$ cat src/rtl/coin_pulse_classifier.sv
// Coin pulse classifier: measures each sync'd sensor pulse and emits a one-cycle dime/nickel/quarter pulse.
// Optional COIN_REJECT_EN adds coinRejected for out-of-band pulses; detect latency is 3 clk from the raw falling edge.
module coin_pulse_classifier #(
   parameter int dimeMin    = 380000,
   parameter int dimeMax    = 420000,
   parameter int nickelMin  = 480000,
   parameter int nickelMax  = 520000,
   parameter int quarterMin = 580000,
   parameter int quarterMax = 620000,
   parameter int countWidth = 20
) (
   input  logic clk,
   input  logic reset,
   input  logic coinSensor,
   output logic dimeDetected,
   output logic nickelDetected,
`ifdef COIN_REJECT_EN
   output logic quarterDetected,
   output logic coinRejected
`else
   output logic quarterDetected
`endif
);

   typedef enum logic [1:0] {IDLE, MEASURE, REPORT} state_t;

   localparam logic [countWidth-1:0] CNT_ONE = {{(countWidth-1){1'b0}}, 1'b1};
   localparam logic [countWidth-1:0] CNT_MAX = {countWidth{1'b1}};

   state_t                state_q, state_d;
   logic [countWidth-1:0] count_q, count_d;
   logic                  sync1_q, sync_q;
   logic                  dime_q, dime_d;
   logic                  nickel_q, nickel_d;
   logic                  quarter_q, quarter_d;
   logic                  reject_q, reject_d;
   logic [31:0]           count_ext;
   logic                  in_dime, in_nickel, in_quarter;

   // Compare in 32 bits so the int-typed thresholds never truncate.
   assign count_ext  = 32'(count_q);
   assign in_dime    = (count_ext >= 32'(dimeMin))    && (count_ext <= 32'(dimeMax));
   assign in_nickel  = (count_ext >= 32'(nickelMin))  && (count_ext <= 32'(nickelMax));
   assign in_quarter = (count_ext >= 32'(quarterMin)) && (count_ext <= 32'(quarterMax));

   always_comb begin
      state_d   = state_q;
      count_d   = count_q;
      dime_d    = 1'b0;
      nickel_d  = 1'b0;
      quarter_d = 1'b0;
      reject_d  = 1'b0;
      case (state_q)
         IDLE: begin
            if (sync_q) begin
               state_d = MEASURE;
               count_d = CNT_ONE;
            end
         end
         MEASURE: begin
            if (sync_q) begin
               count_d = (count_q == CNT_MAX) ? count_q : count_q + CNT_ONE;
            end else begin
               // Detect flops load here so they are high during the REPORT cycle.
               state_d   = REPORT;
               dime_d    = in_dime;
               nickel_d  = !in_dime && in_nickel;
               quarter_d = !in_dime && !in_nickel && in_quarter;
               reject_d  = !in_dime && !in_nickel && !in_quarter;
            end
         end
         REPORT: begin
            if (sync_q) begin
               state_d = MEASURE;
               count_d = CNT_ONE;
            end else begin
               state_d = IDLE;
            end
         end
         default: begin
            state_d = IDLE;
         end
      endcase
   end

   always_ff @(posedge clk or negedge reset) begin
      if (!reset) begin
         sync1_q   <= 1'b0;
         sync_q    <= 1'b0;
         state_q   <= IDLE;
         count_q   <= '0;
         dime_q    <= 1'b0;
         nickel_q  <= 1'b0;
         quarter_q <= 1'b0;
         reject_q  <= 1'b0;
      end else begin
         sync1_q   <= coinSensor;
         sync_q    <= sync1_q;
         state_q   <= state_d;
         count_q   <= count_d;
         dime_q    <= dime_d;
         nickel_q  <= nickel_d;
         quarter_q <= quarter_d;
         reject_q  <= reject_d;
      end
   end

   assign dimeDetected    = dime_q;
   assign nickelDetected  = nickel_q;
   assign quarterDetected = quarter_q;
`ifdef COIN_REJECT_EN
   assign coinRejected    = reject_q;
`else
   logic unused_reject;
   assign unused_reject   = reject_q;
`endif

endmodule

$ cat config.mk
export PLATFORM = sky130hd
export DESIGN_NAME = coin_pulse_classifier
export DESIGN_NICKNAME = d
export VERILOG_FILES = /design/src/rtl/coin_pulse_classifier.sv
export SDC_FILE = /design/constraint.sdc
export NUM_CORES = 1
export LEC_CHECK = 0
export CORE_MARGIN = 2
export CORE_UTILIZATION = 60
export CTS_CLUSTER_DIAMETER = 60
export CTS_CLUSTER_SIZE = 40
export DETAILED_ROUTE_END_ITERATION = 7
export PLACE_DENSITY_LB_ADDON = 0.12
export SETUP_SLACK_MARGIN = 0.02
export SYNTH_ARGS = -nofsm -noshare
export SYNTH_HDL_FRONTEND = slang
export SYNTH_SLANG_ARGS = --single-unit
$ cat constraint.sdc
create_clock -name clk -period 4.35 [get_ports clk]
set_clock_uncertainty 0.15 [all_clocks]
set_input_delay 0.87 -clock clk [delete_from_list [all_inputs] [get_ports clk]]
set_output_delay 0.87 -clock clk [all_outputs]
set_load 0.02 [all_outputs]
==> flow_summary.rst, run 1 <==
.. list-table::
   :header-rows: 1

   * - Metric
     - Value
   * - Number of hold-repair buffers added at the cts stage
     - 0
   * - Switching power of the nets
     - around 0.13 mW
   * - Synth warn
     - 0
   * - Post-route design area
     - 0.00178 mm2
   * - Total nets after synthesis
     - 216
   * - DR vias
     - between 1.5k and 2k
   * - Number of core rows
     - 19
   * - Vertical die dimension
     - 58.8 um
   * - Antenna violations before repair
     - 0
   * - CP Launch Type
     - register
   * - Count of clock tree sinks
     - 27
   * - Post-synth EDFFs
     - 0
   * - Leakage power summed over all cells
     - 0.737 nW
   * - RSZ-0062 raised after global routing
     - no
   * - Synth Register Bits
     - 27
   * - Total area of multi-input combinational cells
     - 962 um2
   * - Num CTS Buffers
     - 3
   * - TNS Setup
     - 0 ns
   * - FF/Latch Area
     - 676 um2
   * - Relative slew slack
     - 0.212
   * - Share of final-layout standard cells stronger than drive strength 1
     - 0.0808
   * - Average detailed-routed wire length per instance
     - 16.7 um
   * - Final setup violating endpoints
     - 0
   * - Crit end category
     - register
   * - Final Hold Fails
     - 0
   * - Area overhead of the layout relative to synthesis
     - -1.04%
   * - Worst-path clk slew
     - between 0.1 and 0.15 ns
   * - Synth Instances
     - 211
   * - Unique cell type count in the Yosys netlist
     - 43
   * - Aggregate routed wire length
     - 3.82 mm
   * - Share of the cycle needed by the critical path after routing
     - 0.663
   * - Gpl congestion
     - 0.964
   * - Average vias per placed instance
     - slightly below 7
   * - Maximum number of pins on one net before global-route repair
     - 28
   * - Effective utilization at floorplan
     - 0.641
   * - IO Port Bufs
     - 5
   * - Dpl cell area
     - 0.00175 mm2
   * - Cell-internal power
     - 0.316 mW
   * - Area fraction of the dominant cell type after synthesis
     - 0.376
   * - Post-DRT Antenna Nets
     - 0
   * - Final Max Slew Viols
     - 0
   * - Synth async-reset ratio
     - 1.00
   * - Post-route DRC
     - 1
   * - Total GRT Usage
     - 0.241
   * - Number of top-level pins
     - 6
   * - Starting DRC count in detailed routing
     - 95
   * - Net total in the final layout
     - 204
   * - Pwr dens
     - 249 mW/mm2
   * - Required time reported for the critical path endpoint
     - 4.45 ns
   * - Classification of the worst setup path
     - reg2reg
   * - Outcome
     - finished, violations left
   * - Post-route non-filler standard cell count
     - 229
   * - Average cell area after synthesis
     - roughly 8.5 um2
   * - Via count of the first global-routing pass
     - about 1.4k
   * - Max-capacitance violation count
     - 0
   * - Arrival time of data at the critical path endpoint
     - 2.99 ns
   * - Max FO, Critical Path
     - 21
   * - Combinational share of power
     - 0.131
   * - Cell type contributing the most total cell area after synthesis
     - dfrtp_1
   * - Largest voltage drop on the vdd net
     - 0.000207 V
   * - Fmax
     - approximately 0.35 GHz
   * - Mapped Area
     - 0.00180 mm2
   * - Fraction of the yosys area taken by sequential cells
     - 0.376
   * - Iteration count of the initial detailed-routing pass
     - 7
   * - Remaining Overflow, GRT
     - 0
   * - Count of inserted antenna diode cells
     - 0
   * - Minimum period implied by the final worst setup slack
     - about 2.9 ns
   * - Clk Latency, worst-skew pair
     - between 0.3 and 0.4 ns
   * - Tightest Pin Transition
     - 1.18 ns
   * - Fraction of power consumed by sequential logic
     - 0.628
   * - Core Region
     - 0.00281 mm2
   * - Portion of total power attributed to the clock network
     - 0.241
   * - Cell types occupying the most area after synthesis
     - dfrtp_1, nand2_1, o21ai_1
   * - FILL cells
     - 235
   * - Placed Cells
     - about 230
   * - Wire length of the first global-routing pass
     - roughly 6.4 mm
   * - Violations in the final reports
     - DRC
   * - Master cell of the clock root buffer
     - clkbuf_4
   * - Post-CTS setup repair buffer count
     - 0
   * - Die Width
     - a little under 60 um
   * - Die area
     - 0.00345 mm2
   * - Most used flip-flop cell after synthesis
     - dfrtp_1
   * - Switching part of the total
     - 0.285
   * - Total power consumption of the routed design
     - 0.443 mW
   * - Class of the most critical hold timing path
     - reg2reg
   * - Maximum clock path buffer count
     - 2
   * - Detailed placement HPWL
     - 2.72 mm
   * - Htree depth
     - 1
   * - Post-cts repair resize count
     - 0
   * - TritonCTS clock tree
     - built
## area by class of cell
| class | instances | area share |
|---|---|---|
| clock buffer | 3 | 0.0126 |
| clock inverter | 1 | 0.00281 |
| inverter | 5 | 0.0105 |
| multi-input combinational | 156 | 0.540 |
| sequential | 27 | 0.379 |
| tap | 31 | 0.0218 |
| timing repair buffer | 6 | 0.0323 |
## power groups by stage
stage / logic (mW) / registers (mW) / clock network, mW
finish: 0.0579 / 0.278 / 0.107
global route: 0.0654 / 0.281 / 0.121
CTS: 0.0586 / 0.278 / 0.111
detailed placement: 0.0586 / 0.283 / 0
global placement: 0.0564 / 0.281 / 0
floorplan: 0.0455 / 0.278 / 0
## placed cells by master (no fill, tap or decap), types with 4 or more instances in the layout
master | synthesis | layout
nand3_1 | 10 | 10
o41ai_1 | 4 | 4
inv_1 | 5 | 5
nor4_1 | 4 | 4
o21ai_1 | 14 | 14
and3_1 | 6 | 6
a21oi_1 | 6 | 6
nor3_1 | 7 | 7
dfrtp_1 | 27 | 27
o21ai_0 | 5 | 5
mux2i_1 | 5 | 5
o21a_1 | 4 | 4
a31oi_1 | 6 | 6
nand2_1 | 26 | 26
clkdlybuf4s50_1 | 0 | 5
nor2_1 | 17 | 17
o31ai_1 | 8 | 8
## worst max-delay path, stage by stage, from the launching register on
cell	delay [ns]
dfrtp_1	0.46
ha_1	0.26
nand4_1	0.12
or3_1	0.45
o41ai_4	1.04
o21ai_0	0.21
o21ai_1	0.11
## logic make-up (layout without fill, tap and decap cells)
kind of cell             count (synthesis)  after routing  synth area share
buffers and inverters                   28             15            0.0897
AND/OR/NAND/NOR                         89             89             0.255
AO/OA/AOI/OAI                           60             60             0.238
multiplexers                             5              5            0.0278
flip-flops                              27             27             0.376
adder cells (fa/ha/maj)                  2              2            0.0139
## cell usage after synthesis, drive strengths merged (2+ instances only)
library cell	n
dfrtp	27
nand2	26
o21ai	22
buf	17
nor2	17
nand3	11
o31ai	8
nor3	7
a21oi	6
a31oi	6
and3	6
clkbuf	6
inv	5
mux2i	5
o41ai	5
nand4	4
nor4	4
o21a	4
and2	3
or4	3
a211oi	2
ha	2
nand2b	2
o211ai	2
or3	2
## state kept, by name, summed over array words and instances, names as in the netlist
register	flops
nickelDetected	1
sync1_q	1
dimeDetected	1
state_q	2
count_q	20
sync_q	1
quarterDetected	1
## final timing paths
path | from | endpoint | slack, ns | cells after the start
worst max-delay path | count_q[0] | count_q[2] | 1.47 | 6
worst min register to register | sync1_q | sync_q | 0.22 | 0
worst max register to register | count_q[0] | count_q[2] | 1.47 | 6
max in group asynchronous | reset | count_q[12] | 3.06 | 2
min in group asynchronous | reset | count_q[8] | 0.75 | 2
worst min-delay path | sync1_q | sync_q | 0.22 | 0
## stage by stage
step | worst slack (ns) | util | hold slack (ns)
final | 1.47 | 0.635 | 0.216
after global routing | 1.24 | 0.635 | 0.240
after CTS | 1.45 | 0.635 | 0.219
after detailed placement | 1.48 | 0.625 | 0.186
after global placement | 1.53 | 0.625 | 0.188
after floorplan | 2.24 | - | 0.181
## per-layer routing
metal | track usage | part of all wire | vias up | routed length (um)
met5 | 0 | 0 | - | 0
met4 | 0.0877 | 0.0084 | 0 | 32
met3 | 0.0264 | 0.053 | 4 | 202
met2 | 0.375 | 0.48 | 48 | 1830
met1 | 0.347 | 0.46 | 755 | 1760
li1 | - | - | 743 | -
Note: power is estimated with default switching activity, not from simulation.
==> run 2: changes to the inputs <==
--- a/config.mk
+++ b/config.mk
@@ -6,7 +6,7 @@
 export NUM_CORES = 1
 export LEC_CHECK = 0
 export CORE_MARGIN = 2
-export CORE_UTILIZATION = 60
+export CORE_UTILIZATION = 55
 export CTS_CLUSTER_DIAMETER = 60
 export CTS_CLUSTER_SIZE = 40
 export DETAILED_ROUTE_END_ITERATION = 7
==> constraint.sdc (replaced) <==
create_clock -name clk -period 2.55 [get_ports clk]
set_clock_uncertainty 0.15 [all_clocks]
set_input_delay 0.51 -clock clk [delete_from_list [all_inputs] [get_ports clk]]
set_output_delay 0.51 -clock clk [all_outputs]
set_load 0.02 [all_outputs]
==> run 2 against run 1 <==
Compared with the run above:
- the run now ends clean
- register-to-register slack got worse by 1.2 ns
- global-route usage increased by 1.1 points
- sequential power increased by 68%
- routed wire length increased by 8.4%
- clock power increased by 84%
- count of clock-buffer cells in the layout unchanged
- fmax increased by 25%
- first-iteration DRC count increased by 24%
- cell count increased by 11%
- flip-flop and latch count unchanged
- worst hold slack improved by 0.013 ns
- power increased by 78%
- critical path type unchanged
- largest cell class unchanged
==> flow_summary.rst, run 2 (synthesis gave the netlist of run 1 again) <==
.. list-table::
   :header-rows: 1

   * - Metric
     - Value
   * - Most common library cell in the layout ignoring fill and taps
     - dfrtp_1
   * - Tightest Pin Transition
     - 0.526 ns (-0.652 ns)
   * - Clk Latency, worst-skew pair
     - 0.34 ns (+0.02 ns)
   * - Master cell of the clock root buffer
     - clkbuf_4
   * - Cell breakdown of the critical path
     - ha_1 -> nand4_1 -> or3_1 -> o41ai_4 -> buf_12 -> o21ai_1 -> o31ai_1
   * - Registers with the most flip-flops
     - count_q (20), state_q (2)
   * - Htree depth
     - 1 (unchanged)
   * - TritonCTS clock tree
     - built
   * - Leakage power summed over all cells
     - 0.809 nW (+9.8%)
   * - DR vias
     - 1635 (+5.5%)
   * - IO Port Bufs
     - 5 (unchanged)
   * - Classification of the worst setup path
     - reg2reg
   * - Die Width
     - 61.2 um (+4.1%)
   * - Largest voltage drop on the vdd net
     - 0.000345 V (+66%)
   * - Aggregate routed wire length
     - 4.15 mm (+8.4%)
   * - Maximum clock path buffer count
     - 2 (unchanged)
   * - Count of clock tree sinks
     - 27 (unchanged)
   * - Placed Cells
     - 251 (+12%)
   * - Die area
     - 0.00374 mm2 (+8.5%)
   * - Share of final-layout standard cells stronger than drive strength 1
     - 0.137 (+0.0566)
   * - Number of top-level pins
     - 6 (unchanged)
   * - Detailed placement HPWL
     - 2.91 mm (+6.8%)
   * - Post-route design area
     - 0.00191 mm2 (+7.1%)
   * - FILL cells
     - 278 (+18%)
   * - Pwr dens
     - 414 mW/mm2 (+67%)
   * - Average detailed-routed wire length per instance
     - 16.3 um (-2.6%)
   * - Maximum number of pins on one net before global-route repair
     - 28 (unchanged)
   * - Effective utilization at floorplan
     - 0.585 (-0.0568)
   * - Post-route non-filler standard cell count
     - 255 (+11%)
   * - Leading cell types in the layout, fill and taps excluded
     - dfrtp_1, nand2_1, nor2_1
   * - Max FO, Critical Path
     - 19 (-9.5%)
   * - Crit end category
     - register
   * - Via count of the first global-routing pass
     - 1469 (+7.2%)
   * - Post-cts repair resize count
     - 0 (unchanged)
   * - Final setup violating endpoints
     - 0 (unchanged)
   * - Minimum period implied by the final worst setup slack
     - 2.31 ns (-0.571 ns)
   * - Remaining Overflow, GRT
     - 0 (unchanged)
   * - Arrival time of data at the critical path endpoint
     - 2.42 ns (-0.57 ns)
   * - Number of core rows
     - 20 (+1)
   * - Max reg flops
     - 20 (unchanged)
   * - Worst-path clk slew
     - 0.16 ns (+0.02 ns)
   * - Critical-path top delay cell
     - or3_1
   * - CP Launch Type
     - register
   * - RSZ-0062 raised after global routing
     - no
   * - Final Hold Fails
     - 0 (unchanged)
   * - Relative slew slack
     - 0.640 (+0.428)
   * - Total GRT Usage
     - 0.252 (+0.0109)
   * - Num CTS Buffers
     - 3 (unchanged)
   * - Antenna violations before repair
     - 0 (unchanged)
   * - Class of the most critical hold timing path
     - reg2reg
   * - Count of inserted antenna diode cells
     - 0 (unchanged)
   * - Post-route DRC
     - 0 (-1)
   * - Area overhead of the layout relative to synthesis
     - 5.98%
   * - Starting DRC count in detailed routing
     - 118 (+24%)
   * - Average vias per placed instance
     - 6.41 (-5.3%)
   * - Final Max Slew Viols
     - 0 (unchanged)
   * - TNS Setup
     - 0 ns (unchanged)
   * - Dpl cell area
     - 0.00188 mm2 (+7.2%)
   * - Maximum cell stage delay along the critical path
     - 0.46 ns (-0.58 ns)
   * - Top reg by flops
     - count_q
   * - Gpl congestion
     - 0.866 (-10%)
   * - Post-DRT Antenna Nets
     - 0 (unchanged)
   * - Iteration count of the initial detailed-routing pass
     - 4 (-3)
   * - Fmax
     - 0.433 GHz (+25%)
   * - Wire length of the first global-routing pass
     - 6.93 mm (+7.6%)
   * - Core Region
     - 0.00308 mm2 (+9.7%)
   * - Post-CTS setup repair buffer count
     - 0 (unchanged)
   * - Net total in the final layout
     - 217 (+6.4%)
   * - Share of the cycle needed by the critical path after routing
     - 0.906 (+0.244)
   * - Vertical die dimension
     - 61.2 um (+4.1%)
   * - Required time reported for the critical path endpoint
     - 2.65 ns (-1.80 ns)
   * - Number of hold-repair buffers added at the cts stage
     - 0 (unchanged)
   * - Max-capacitance violation count
     - 0 (unchanged)
   * - Outcome
     - complete, no violations
==> run 2: cell count changes in the layout (fill, tap and decap cells not counted), sizes merged <==
cell  delta
buf     +13
==> run 2: path summary, 6_finish.rpt <==
path                            start           to  slack (ns)  cells past startpoint
setup reg to reg           count_q[1]   count_q[6]        0.24                      7
hold reg to reg               sync1_q       sync_q        0.23                      0
max in group asynchronous       reset  count_q[11]        1.62                      2
hold / removal                sync1_q       sync_q        0.23                      0
setup / recovery           count_q[1]   count_q[6]        0.24                      7
min in group asynchronous       reset  count_q[18]        0.37                      2
==> run 2: metal layers <==
layer,wire length [um],up-vias,GRT usage
li1,-,771,-
met1,1920,784,0.350
met2,1900,72,0.394
met3,280,8,0.0336
met4,53,0,0.109
met5,0,-,0
==> run 2: area by class of cell <==
type / count / area (um2) / area share
flip-flops and latches: 27 / 676 / 0.354
inverters: 5 / 18.8 / 0.00984
well taps: 44 / 55.1 / 0.0289
clock inverters: 1 / 5.00 / 0.00262
repair buffers: 19 / 168 / 0.0879
clock buffers: 3 / 22.5 / 0.0118
multi-input cells: 156 / 962 / 0.505
==> run 2: power by group <==
part	total [mW]	internal [mW]	switching, mW	leakage [nW]
Clock	0.197	0.0591	0.138	0.0177
Combinational	0.124	0.0485	0.0754	0.425
Sequential	0.468	0.446	0.0222	0.366
Total	0.790	0.554	0.236	0.809
==> run 2: stage by stage <==
step	utilization	total power, mW	hold WS [ns]	setup WS (ns)
after floorplan	-	0.551	0.0644	0.442
after global placement	0.611	0.594	0.185	0.335
after detailed placement	0.611	0.601	0.197	0.261
after CTS	0.620	0.791	0.231	0.224
after global routing	0.620	0.825	0.258	0.0379
final	0.620	0.790	0.228	0.238
==> run 2: critical path: cells and delay by family, from the launching register on <==
family,cells,cell delay (ns)
buffers and inverters,1,0.21
flip-flops,1,0.44
adder cells (fa/ha/maj),1,0.26
AO/OA/AOI/OAI,3,0.59
AND/OR/NAND/NOR,2,0.58
==> run 3: changes to the inputs <==
--- a/config.mk
+++ b/config.mk
@@ -10,7 +10,7 @@
 export CTS_CLUSTER_DIAMETER = 60
 export CTS_CLUSTER_SIZE = 40
 export DETAILED_ROUTE_END_ITERATION = 7
-export PLACE_DENSITY_LB_ADDON = 0.12
+export PLACE_DENSITY = 0.76
 export SETUP_SLACK_MARGIN = 0.02
 export SYNTH_ARGS = -nofsm -noshare
 export SYNTH_HDL_FRONTEND = slang
==> run 3 against run 2 <==
Compared with the run above:
- core utilization is 0.20 points higher
- clock power is 5% lower
- non-clock buffer count is 1 higher
- via count is 2.8% lower
- routed wire length is 2.2% lower
- largest power group unchanged
==> flow_summary.rst, run 3 (synthesis gave the netlist of run 1 again) <==
.. list-table::
   :header-rows: 1

   * - Metric
     - Value
   * - CP Launch Type
     - register
   * - Final Max Slew Viols
     - 0 (unchanged)
   * - Placed Cells
     - 252 (+0.40%)
   * - Classification of the worst setup path
     - reg2reg
   * - Combinational share of power
     - 0.159 (+0.002)
   * - Post-cts repair resize count
     - 0 (unchanged)
   * - IO Port Bufs
     - 5 (unchanged)
   * - Top reg by flops
     - count_q
   * - Num CTS Buffers
     - 3 (unchanged)
   * - Post-route non-filler standard cell count
     - 256 (+0.39%)
   * - Effective utilization at floorplan
     - 0.585 (unchanged)
   * - TritonCTS clock tree
     - built
   * - Gpl congestion
     - 0.861 (-0.68%)
   * - Aggregate routed wire length
     - 4.06 mm (-2.2%)
   * - Leading cell types in the layout, fill and taps excluded
     - dfrtp_1, nand2_1, nor2_1
   * - Class of the most critical hold timing path
     - reg2reg
   * - Switching power of the nets
     - 0.225 mW (-4.8%)
   * - Final setup violating endpoints
     - 0 (unchanged)
   * - Number of top-level pins
     - 6 (unchanged)
   * - Share of the cycle needed by the critical path after routing
     - 0.931 (+0.0243)
   * - Total GRT Usage
     - 0.251 (about the same)
   * - Most common library cell in the layout ignoring fill and taps
     - dfrtp_1
   * - Core Region
     - 0.00308 mm2 (unchanged)
   * - Antenna violations before repair
     - 0 (unchanged)
   * - Average vias per placed instance
     - 6.21 (-3.1%)
   * - Count of inserted antenna diode cells
     - 0 (unchanged)
   * - Maximum number of pins on one net before global-route repair
     - 28 (unchanged)
   * - Final WS setup
     - 0.176 ns (-0.0621 ns)
   * - Required time reported for the critical path endpoint
     - 2.62 ns (-0.03 ns)
   * - Starting DRC count in detailed routing
     - 118 (unchanged)
   * - Max FO, Critical Path
     - 8 (-11)
   * - Fmax
     - 0.421 GHz (-2.6%)
   * - Remaining Overflow, GRT
     - 0 (unchanged)
   * - Switching part of the total
     - 0.288 (-0.0109)
   * - Via count of the first global-routing pass
     - 1482 (+0.88%)
   * - Clk Latency, worst-skew pair
     - 0.32 ns (-0.02 ns)
   * - Die area
     - 0.00374 mm2 (unchanged)
   * - Post-DRT Antenna Nets
     - 0 (unchanged)
   * - Number of hold-repair buffers added at the cts stage
     - 0 (unchanged)
   * - Relative slew slack
     - 0.701 (+0.0609)
   * - Cell-internal power
     - 0.555 mW (+0.31%)
   * - Average detailed-routed wire length per instance
     - 15.8 um (-2.6%)
   * - Pwr dens
     - 408 mW/mm2 (-1.6%)
   * - Placement-stage worst setup slack
     - 0.218 ns (-0.0429 ns)
   * - Fraction of power consumed by sequential logic
     - 0.602 (+0.009)
   * - Net total in the final layout
     - 218 (+0.46%)
   * - RSZ-0062 raised after global routing
     - no
   * - Largest voltage drop on the vdd net
     - 0.000246 V (-29%)
   * - Master cell of the clock root buffer
     - clkbuf_4
   * - Wire length of the first global-routing pass
     - 7.06 mm (+1.8%)
   * - Post-CTS setup repair buffer count
     - 0 (unchanged)
   * - Post-route DRC
     - 0 (unchanged)
   * - Arrival time of data at the critical path endpoint
     - 2.44 ns (+0.02 ns)
   * - Final Hold Fails
     - 0 (unchanged)
   * - Number of core rows
     - 20 (unchanged)
   * - Portion of total power attributed to the clock network
     - 0.239 (-0.011)
   * - Iteration count of the initial detailed-routing pass
     - 4 (unchanged)
   * - Minimum period implied by the final worst setup slack
     - 2.37 ns (+0.0621 ns)
   * - Registers with the most flip-flops
     - count_q (20), state_q (2)
   * - Post-Route Hold Slack
     - 0.218 ns (-0.0107 ns)
   * - Utilization after layout
     - 0.622 (+0.00203)
   * - Htree depth
     - 1 (unchanged)
   * - TNS Setup
     - 0 ns (unchanged)
   * - Maximum clock path buffer count
     - 2 (unchanged)
   * - Max reg flops
     - 20 (unchanged)
   * - Area overhead of the layout relative to synthesis
     - 6.33%
   * - Crit end category
     - register
   * - Count of clock tree sinks
     - 27 (unchanged)
   * - Leakage power summed over all cells
     - 0.812 nW (+0.34%)
   * - Worst-path clk slew
     - 0.14 ns (-0.02 ns)
   * - Tightest Pin Transition
     - 0.437 ns (-0.0890 ns)
   * - Die Width
     - 61.2 um (unchanged)
   * - Vertical die dimension
     - 61.2 um (unchanged)
   * - Share of final-layout standard cells stronger than drive strength 1
     - 0.137 (-0.000648)
   * - Outcome
     - complete, no violations
   * - Detailed placement HPWL
     - 2.82 mm (-3.3%)
   * - DR vias
     - 1590 (-2.8%)
   * - Max-capacitance violation count
     - 0 (unchanged)
-- run 3: cell types whose count changed in the layout (fill, tap and decap cells not counted), sizes merged --
cell / previous run / this run
clkinv: 1 / 0
clkbuf: 3 / 4
buf: 14 / 15
-- run 3: cell type report --
cell class	count	area (um2)
Fill cell	264	1160
Tap cell	44	55.1
Timing Repair Buffer	20	175
Sequential cell	27	676
Clock buffer	4	26.3
Multi-Input combinational cell	156	962
Inverter	5	18.8
-- run 3: final timing paths --
| path | start | cells past startpoint | to | slack, ns |
|---|---|---|---|---|
| worst max-delay path | count_q[1] | 6 | count_q[3] | 0.18 |
| max in group asynchronous | reset | 2 | count_q[19] | 1.60 |
| worst max register to register | count_q[1] | 6 | count_q[3] | 0.18 |
| worst min-delay path | sync1_q | 0 | sync_q | 0.22 |
| min in group asynchronous | reset | 2 | count_q[7] | 0.39 |
| worst min register to register | sync1_q | 0 | sync_q | 0.22 |
-- run 3: per-stage QoR --
stage               total power, mW  area, um2
floorplan                     0.551       1800
global placement              0.593       1890
detailed placement            0.599       1890
CTS                           0.780       1910
global route                  0.820       1910
finish                        0.780       1910
-- run 3: power by group through the flow --
stage | Clock (mW) | Sequential (mW) | Combinational [mW]
CTS | 0.189 | 0.469 | 0.123
global route | 0.209 | 0.472 | 0.139
global placement | 0 | 0.474 | 0.119
detailed placement | 0 | 0.477 | 0.122
floorplan | 0 | 0.474 | 0.0777
finish | 0.187 | 0.469 | 0.124
-- run 3: routing by layer --
layer,track usage,part of all wire,vias to the layer above
met5,0,0,-
met4,0.0714,0.0081,0
met3,0.0357,0.073,6
met2,0.378,0.46,66
met1,0.377,0.46,739
li1,-,-,779
-- run 3: critical path, cell delays in order (launching register included) --
cell and delay, ns:
dfrtp_1 0.44, ha_1 0.27, nand4_1 0.14, or3_1 0.46
o311ai_2 0.46, buf_4 0.25, o31ai_1 0.09
